$ cat src/rtl/hack_pkg.sv
// Shared types for the Hack boot loader: FSM state encoding, error codes and
// per-state decode helpers.
package hack_pkg;

    typedef enum logic [2:0] {
        S_IDLE    = 3'd0,
        S_LEN_LO  = 3'd1,
        S_LEN_HI  = 3'd2,
        S_DATA_LO = 3'd3,
        S_DATA_HI = 3'd4,
        S_CHECK   = 3'd5,
        S_RUN     = 3'd6,
        S_ERROR   = 3'd7
    } boot_state_e;

    localparam logic [1:0] ERR_NONE    = 2'd0;
    localparam logic [1:0] ERR_CHK     = 2'd1;
    localparam logic [1:0] ERR_LEN     = 2'd2;
    localparam logic [1:0] ERR_TIMEOUT = 2'd3;

    function automatic logic state_rx_ready(input boot_state_e s);
        case (s)
            S_LEN_LO, S_LEN_HI, S_DATA_LO, S_DATA_HI, S_CHECK: return 1'b1;
            default:                                            return 1'b0;
        endcase
    endfunction

    // LEN_LO is excluded: the loader may wait forever for an image to begin.
    function automatic logic state_times_out(input boot_state_e s);
        case (s)
            S_LEN_HI, S_DATA_LO, S_DATA_HI, S_CHECK: return 1'b1;
            default:                                 return 1'b0;
        endcase
    endfunction

endpackage

$ cat src/rtl/boot_timeout.sv
// Inter-byte gap watchdog: reloads on clear, counts down while enabled and
// flags expiry on the TIMEOUT-th consecutive idle cycle.
module boot_timeout #(
    parameter int TIMEOUT = 50000
) (
    input  logic clk_i,
    input  logic rst_ni,
    input  logic clear_i,
    input  logic enable_i,
    output logic expired_o
);

    localparam int             CW   = $clog2(TIMEOUT + 1);
    localparam logic [CW-1:0]  LOAD = CW'(TIMEOUT);
    localparam logic [CW-1:0]  LAST = CW'(1);

    logic [CW-1:0] cnt_q;

    // Down-counter; holds at LAST so expiry stays visible until the FSM reacts.
    always_ff @(posedge clk_i or negedge rst_ni) begin
        if (!rst_ni) begin
            cnt_q <= LOAD;
        end else if (clear_i) begin
            cnt_q <= LOAD;
        end else if (enable_i && (cnt_q != LAST)) begin
            cnt_q <= cnt_q - LAST;
        end else begin
            cnt_q <= cnt_q;
        end
    end

    assign expired_o = (cnt_q == LAST);

endmodule

$ cat src/rtl/hack_boot_loader.sv
// Boot sequencer for the Hack CPU: receives a length-prefixed, checksummed
// program image byte by byte, writes it to instruction ROM, then releases the CPU.
module hack_boot_loader
    import hack_pkg::*;
#(
    parameter int ADDR_W    = 15,
    parameter int MAX_WORDS = 32768,
    parameter int TIMEOUT   = 50000
) (
    input  logic              CLK_CPU,
    input  logic              reset_n,
    input  logic              start,
    input  logic              rx_valid,
    input  logic [7:0]        rx_data,
    output logic              rx_ready,
    output logic              rom_we,
    output logic [ADDR_W-1:0] rom_addr,
    output logic [15:0]       rom_wdata,
    output logic              cpu_reset,
    output logic              done,
    output logic [1:0]        err_code,
    output logic [15:0]       words_loaded
);

    localparam logic [16:0] MAX_LEN = 17'(MAX_WORDS);

    boot_state_e       state_q, state_d;
    logic [1:0]        err_q, err_d;
    logic [7:0]        len_lo_q;
    logic [15:0]       len_q;
    logic [7:0]        lo_q;
    logic [7:0]        sum_q;
    logic [15:0]       word_cnt_q;
    logic              rx_ready_q;
    logic              rom_we_q;
    logic [ADDR_W-1:0] rom_addr_q;
    logic [15:0]       rom_wdata_q;
    logic              cpu_reset_q;
    logic              done_q;

    logic              accept_s;
    logic [15:0]       len_s;
    logic              last_word_s;
    logic              restart_s;
    logic              tmo_enable_s;
    logic              tmo_clear_s;
    logic              expired_s;

    assign accept_s     = rx_valid && rx_ready_q;
    assign len_s        = {rx_data, len_lo_q};
    assign last_word_s  = ((word_cnt_q + 16'd1) == len_q);
    assign restart_s    = start && ((state_q == S_RUN) || (state_q == S_ERROR));
    assign tmo_enable_s = state_times_out(state_q);
    assign tmo_clear_s  = accept_s || !tmo_enable_s;

    boot_timeout #(
        .TIMEOUT (TIMEOUT)
    ) u_timeout (
        .clk_i     (CLK_CPU),
        .rst_ni    (reset_n),
        .clear_i   (tmo_clear_s),
        .enable_i  (tmo_enable_s),
        .expired_o (expired_s)
    );

    // Next-state and error-code decode; an accepted byte always beats expiry.
    always_comb begin
        state_d = state_q;
        err_d   = err_q;
        case (state_q)
            S_IDLE: begin
                state_d = S_LEN_LO;
            end
            S_LEN_LO: begin
                if (accept_s) begin
                    state_d = S_LEN_HI;
                end else begin
                    state_d = state_q;
                end
            end
            S_LEN_HI: begin
                if (accept_s) begin
                    if (len_s == 16'd0) begin
                        state_d = S_CHECK;
                    end else if ({1'b0, len_s} > MAX_LEN) begin
                        state_d = S_ERROR;
                        err_d   = ERR_LEN;
                    end else begin
                        state_d = S_DATA_LO;
                    end
                end else if (expired_s) begin
                    state_d = S_ERROR;
                    err_d   = ERR_TIMEOUT;
                end else begin
                    state_d = state_q;
                end
            end
            S_DATA_LO: begin
                if (accept_s) begin
                    state_d = S_DATA_HI;
                end else if (expired_s) begin
                    state_d = S_ERROR;
                    err_d   = ERR_TIMEOUT;
                end else begin
                    state_d = state_q;
                end
            end
            S_DATA_HI: begin
                if (accept_s) begin
                    if (last_word_s) begin
                        state_d = S_CHECK;
                    end else begin
                        state_d = S_DATA_LO;
                    end
                end else if (expired_s) begin
                    state_d = S_ERROR;
                    err_d   = ERR_TIMEOUT;
                end else begin
                    state_d = state_q;
                end
            end
            S_CHECK: begin
                if (accept_s) begin
                    if (rx_data == sum_q) begin
                        state_d = S_RUN;
                    end else begin
                        state_d = S_ERROR;
                        err_d   = ERR_CHK;
                    end
                end else if (expired_s) begin
                    state_d = S_ERROR;
                    err_d   = ERR_TIMEOUT;
                end else begin
                    state_d = state_q;
                end
            end
            S_RUN, S_ERROR: begin
                if (restart_s) begin
                    state_d = S_LEN_LO;
                    err_d   = ERR_NONE;
                end else begin
                    state_d = state_q;
                end
            end
            default: begin
                state_d = S_IDLE;
            end
        endcase
    end

    // State, datapath and registered outputs; outputs are decoded from the next state.
    always_ff @(posedge CLK_CPU or negedge reset_n) begin
        if (!reset_n) begin
            state_q     <= S_IDLE;
            err_q       <= ERR_NONE;
            len_lo_q    <= 8'd0;
            len_q       <= 16'd0;
            lo_q        <= 8'd0;
            sum_q       <= 8'd0;
            word_cnt_q  <= 16'd0;
            rx_ready_q  <= 1'b0;
            rom_we_q    <= 1'b0;
            rom_addr_q  <= '0;
            rom_wdata_q <= 16'd0;
            cpu_reset_q <= 1'b1;
            done_q      <= 1'b0;
        end else begin
            state_q     <= state_d;
            err_q       <= err_d;
            rx_ready_q  <= state_rx_ready(state_d);
            cpu_reset_q <= (state_d != S_RUN);
            done_q      <= (state_d == S_RUN);
            rom_we_q    <= 1'b0;

            if (accept_s) begin
                case (state_q)
                    S_LEN_LO: begin
                        len_lo_q <= rx_data;
                    end
                    S_LEN_HI: begin
                        len_q <= len_s;
                    end
                    S_DATA_LO: begin
                        lo_q  <= rx_data;
                        sum_q <= sum_q + rx_data;
                    end
                    S_DATA_HI: begin
                        rom_we_q    <= 1'b1;
                        rom_wdata_q <= {rx_data, lo_q};
                        rom_addr_q  <= ADDR_W'(word_cnt_q);
                        word_cnt_q  <= word_cnt_q + 16'd1;
                        sum_q       <= sum_q + rx_data;
                    end
                    default: begin
                        len_lo_q <= len_lo_q;
                    end
                endcase
            end else if (restart_s) begin
                sum_q      <= 8'd0;
                word_cnt_q <= 16'd0;
            end else begin
                sum_q <= sum_q;
            end
        end
    end

    assign rx_ready     = rx_ready_q;
    assign rom_we       = rom_we_q;
    assign rom_addr     = rom_addr_q;
    assign rom_wdata    = rom_wdata_q;
    assign cpu_reset    = cpu_reset_q;
    assign done         = done_q;
    assign err_code     = err_q;
    assign words_loaded = word_cnt_q;

endmodule

$ cat config.mk
export PLATFORM = sky130hd
export DESIGN_NAME = hack_boot_loader
export DESIGN_NICKNAME = d
export VERILOG_FILES = /design/src/rtl/hack_pkg.sv /design/src/rtl/boot_timeout.sv /design/src/rtl/hack_boot_loader.sv
export SDC_FILE = /design/constraint.sdc
export NUM_CORES = 1
export LEC_CHECK = 0
export BUFFER_PORTS_ARGS = -buffer_cell sky130_fd_sc_hd__buf_4
export CAP_MARGIN = 25
export CORE_MARGIN = 8
export CORE_UTILIZATION = 45
export CTS_BUF_LIST = sky130_fd_sc_hd__clkbuf_8 sky130_fd_sc_hd__clkbuf_16
export CTS_CLUSTER_SIZE = 12
export DETAILED_ROUTE_END_ITERATION = 8
export GPL_ROUTABILITY_DRIVEN = 0
export GPL_TIMING_DRIVEN = 0
export PLACE_DENSITY_LB_ADDON = 0.1
export SLEW_MARGIN = 15
export SYNTH_ARGS = -nofsm -noshare
export SYNTH_HDL_FRONTEND = slang
export SYNTH_SLANG_ARGS = --single-unit
$ cat constraint.sdc
create_clock -name CLK_CPU -period 2.5 [get_ports CLK_CPU]
set_clock_uncertainty 0.15 [all_clocks]
set_input_delay 0.125 -clock CLK_CPU [delete_from_list [all_inputs] [get_ports CLK_CPU]]
set_output_delay 0.125 -clock CLK_CPU [all_outputs]
set_load 0.005 [all_outputs]
# Yosys cells after proc, flatten, opt, wreduce, memory -nomap -nowiden
# Cells that the tools add are included.
[totals]
regBits = 112
latchBits = 0
ramBits = 0
romBits = 0
output_inout_bits = 53
wordCells = 98
memories = 0
[classes]
add_sub_neg = 3
multipliers = 0
div_mod_pow = 0
n_lt_le_gt_ge = 1
eq_ne = 25
shifts = 0
n_mux = 33
bitwise = 0
reduce_logical = 22
[op_table]
columns = ["cell", "count"]
rows = [
  ["$mux 16", 5],
  ["$mux 3", 10],
  ["$mux 8", 3],
  ["$eq 3x3->1 const B", 7],
  ["$pmux 3 s7", 1],
  ["$add 16x1->16 const B", 1],
  ["$eq 16x1->1 const B", 1],
  ["$eq 16x16->1", 1],
  ["$gt 16x16->1 const B", 1],
  ["$logic_not 16->1", 1],
  ["$mux 2", 8],
  ["$ne 16x1->1 const B", 1],
  ["$sub 16x1->16 const B", 1],
  ["$eq 3x2->1 const B", 4],
  ["$ne 3x3->1 const B", 4],
  ["$reduce_and 2->1", 6],
  ["$add 8x8->8", 1],
  ["$eq 8x8->1", 1],
  ["$pmux 2 s4", 1],
  ["$eq 3x1->1 const B", 2],
  ["$ne 2x2->1 const B", 3],
  ["$reduce_and 6->1", 1],
  ["$mux 1", 5],
  ["$reduce_or 5->1", 1],
  ["9 further kinds", 14],
]

# Depth between registers and ports, before layout
[logic_depth]
ltp_word = 8
ltp_mapped = 9

# By module
# A second synthesis with hierarchy kept.
[hier_totals]
hier_cells = 604
hier_area_um2 = 5880.6
[by_module_without_submodules]
columns = ["mod", "instances", "cells_each", "area_each_um2"]
rows = [
  ["hack_boot_loader", 1, 499, 4855.9],
  ["boot_timeout", 1, 105, 1024.7],
]

# Worst setup path before layout
# No wires, ideal clock.
[synth_timing]
kind = "register to register"
startpoint = "register word_cnt_q[0] (netlist: words_loaded[0])"
endpoint = "register done_q (netlist: done)"
setup_time_ns = 0.117
arrival_time_ns = 2.027
t_required_ns = 2.233
slack_ns = 0.207
path_stages_with_launch = 9
n_path_buf = 1
synth_period_minus_slack_ns = 2.293
cell_sequence = "dfrtp_1 > buf_2 > nand3_2 > or3_1 > o31a_1 > nor3_2 > nand4_1 > o21a_1 > and2_4"
[synth_between]
elab_chain_cells = 6
[synth_lines]
columns = ["element", "line", "rtl"]
rows = [
  ["start: declaration", "hack_boot_loader.sv:33", "logic [15:0] word_cnt_q;"],
  ["start signal: assignment", "hack_boot_loader.sv:191", "word_cnt_q <= word_cnt_q + 16'd1;"],
  ["$add 16x1->16", "hack_boot_loader.sv:51", "assign last_word_s = ((word_cnt_q + 16'd1) == len_q);"],
  ["$eq 16x16->1", "hack_boot_loader.sv:51", ""],
  ["$mux 3", "hack_boot_loader.sv:110", "if (last_word_s) begin"],
  ["$mux 3", "hack_boot_loader.sv:109", "if (accept_s) begin"],
  ["$pmux 3 s7", "hack_boot_loader.sv:70", "case (state_q)"],
  ["via state_d[1]", "hack_boot_loader.sv:27", "boot_state_e state_q, state_d;"],
  ["$eq 3x3->1", "hack_boot_loader.sv:172", "done_q <= (state_d == S_RUN);"],
  ["end signal: assignment", "hack_boot_loader.sv:172", ""],
  ["end: declaration", "hack_boot_loader.sv:39", "logic done_q;"],
]
# The timed path passes the listed nets, and every way through them passes these cells.
# A chain may end at the register's enable or synchronous reset.

# Final worst setup path
[layout_timing]
startpoint = "register word_cnt_q[9] (netlist: words_loaded[9])"
endpoint = "register done_q (netlist: done)"
# The elaborated chain is that of the path after synthesis.

==> impl_metrics.ini <==
[global_routing]
grt.busiest_layer = met2
grt_remaining_overflow = 0
antenna_found_initial = 0
grt_pass1_vias = 4331
grt_usage_pct = 17.1
met2_usage_pct = 27.3
grt_pass1_wl_um = 22200
grt_use_met3_pct = 3.87
grt_start_max_net_pins = 113
use_met1_pct = 22.1

[worst_setup_path]
crit_buf_inv = 2
crit_arrival_ps = 2570
path_delay_family = simple AND/OR/NAND/NOR gates
critPathRequiredTime_ps = 2600
worst_r2r_startpoint = words_loaded[9]$_DFFE_PN0P_
start_kind = flop
crit_chain = clkbuf_8, nand4_4, or3_4, o31a_1, nor3_2, nand4_1, buf_4, o21a_1, and2_4
cpPeakStageDelay_ps = 430
startpoint = words_loaded[9]$_DFFE_PN0P_
cp_slowest_cell = or3_4
worst_setup_path_end_kind = flop
reg2reg_slack_ps = 30
cp_max_fo = 6
worstSetupPathType = flop to flop

[synthesis]
synth_top_area_share_pct = 46.9
yosys.area.top_type = dfrtp_1
ys_ff_latch = 112
synth_cells = 571
syn_area_per_cell_um2 = 9.81
async_flop_share_pct = 100
synth_area_leaders = dfrtp_1, nand2_1, mux2_2
ys_types = 58
netlist_area_mm2 = 0.00560
yosys_warnings = 0
syn_nets = 594
yosys_most_used_dff = dfrtp_1
ys_seq_area_share_pct = 50.2
synth_edf_count = 0

[pwr]
p_leak_uw = 0.00325
pwr_density_cell_mw_per_mm2 = 956
ir_drop_mv = 0.548

[final_layout]
final_layout_size_suffix_gt1_share_pct = 25.6
diodes = 0
fin_util_pct = 57.7
nets = 693
final_common_cell = nand2_1
area_delta_synth_final_pct = 24.2
final_cell_mix = nand2_1, dfrtp_1, buf_4

[floorplanning]
coreArea_mm2 = 0.0121
io_pins = 65
fp.dieH_um = 128
rows = 40
die_x_um = 128
die_area_mm2 = 0.0163
start_util_pct = 46.4

[drt]
viasPerCell = 5.35
postRouteAntennaNets = 0
drt_first_pass_iters = 7
drcViolationCount = 0
wl_um = 13900
wl_per_cell_um = 16.4
dr.first_iter.drc_count = 330
vias = 4506

[timing]
worst_slew_pin_slew_ps = 769
whs_ps = 88.9
maxSlewHeadroom_pct = 48.3
min_period_ps = 2470
slew_viol_final = 0
hold_viol_final = 0
report.final.setup_viol = 0
finalCritPeriodShare_pct = 98.8
fmax_mhz = 405
rsz0062_at_grt = true

[job]
cap_violations = 0

[clock_tree]
h-tree-depth = 3
clock_path_buffers = 2
cts_buffers = 9
clk_pin_slew_ps = 80
cts_tree = yes
insertion_delay_ps = 360
cts.sinks = 112
cts_root_buffer = clkbuf_16

[min_path]
hp-start = start
min_path_type = input pin to flop

[status]
status = complete, no violations

[placement]
io_buffers = 63
dpl.hpwl_um = 9480
## report_power, final
part           leakage, uW  total, uW  switching (uW)  internal, uW
sequential         0.00143       2760             404          2350
combinational      0.00167       2440            1210          1230
clock             0.000151       1450             743           711
## cell usage after synthesis (4+ instances only)
library cell / number
ha_1: 10
mux2_2: 32
and2_1: 4
dfrtp_1: 105
a21o_1: 5
and3_1: 7
nand3_1: 11
o31ai_1: 9
nand2_1: 130
or3_1: 4
a22o_1: 9
nor2b_1: 4
inv_1: 8
nor4_1: 12
buf_2: 7
a21oi_1: 19
xnor2_1: 33
dfstp_2: 7
nor3_1: 9
clkbuf_1: 19
nor2_1: 35
xor2_1: 10
o21ai_0: 30
nand4_1: 5
## per-stage QoR
| step | cell area, um^2 | cells | total power, uW | setup TNS (ps) | worst slack, ps |
|---|---|---|---|---|---|
| after floorplan | 5600 | 571 | 4350 | 0 | 207 |
| after global placement | 6280 | 802 | 5040 | -6070 | -303 |
| after detailed placement | 6290 | 802 | 5110 | -6180 | -302 |
| after CTS | 6810 | 830 | 6640 | 0 | 18.6 |
| after global routing | 6950 | 843 | 7060 | -801 | -98.2 |
| final | 6950 | 843 | 6650 | 0 | 28.9 |
## repair_timing
item                                   in CTS  in global routing
gates resized for setup                    26                  6
endpoints found under the hold margin     133                  0
pin swaps                                   3                  2
hold buffers                                8                  0
setup endpoints to repair                  34                 35
buffers inserted                            4                 13
## area by class of cell
| type | count | area [um^2] |
|---|---|---|
| Inverter | 8 | 30.0 |
| Multi-Input combinational cell | 422 | 2740 |
| Clock buffer | 9 | 225 |
| Timing Repair Buffer | 89 | 712 |
| Buffer | 28 | 148 |
| Clock inverter | 7 | 76.3 |
| Fill cell | 1052 | 5110 |
| Sequential cell | 112 | 2820 |
| Tap cell | 168 | 210 |
## path summary, 6_finish.rpt
kind / cells after the start / end
max in group asynchronous: 3 / cpu_reset$_DFF_PN1_
hold reg to reg: 2 / rom_wdata[6]$_DFFE_PN0P_
hold / removal: 4 / state_q[2]$_DFF_PN0_
setup reg to reg: 9 / done$_DFF_PN0_
setup / recovery: 9 / done$_DFF_PN0_
min in group asynchronous: 2 / rom_addr[11]$_DFFE_PN0P_
## flip-flops by register name, summed over array words and instances, names as in the netlist
| name | flops |
|---|---|
| cpu_reset | 1 |
| done | 1 |
| err_code | 2 |
| len_lo_q | 8 |
| len_q | 16 |
| lo_q | 8 |
| rom_addr | 15 |
| rom_wdata | 16 |
| rom_we | 1 |
| rx_ready | 1 |
| state_q | 3 |
| sum_q | 8 |
| u_timeout.cnt_q | 16 |
| words_loaded | 16 |
## worst min-delay path, stage by stage
cell and delay (ps):
buf_4 90, nand2_1 100, nor2_1 170, a211oi_2 60
## kinds of logic (layout without fill, tap and decap cells)
logic type               after synthesis  count (layout)  share of synthesized area (%)
flip-flops                           112             112                           50.2
buffers and inverters                 37             141                           2.68
adder cells (fa/ha/maj)               11              11                           2.59
XOR/XNOR                              43              43                           6.73
AND/OR/NAND/NOR                      244             244                           20.5
AO/OA/AOI/OAI                         92              92                           10.8
multiplexers                          32              32                           6.44
## routing by layer
metal  up-vias  wire (um)
met5         -          0
met4         0        246
met3        20        775
met2       135       6460
met1      2184       6380
li1       2167          -
Note: power is estimated with default switching activity, not from simulation.
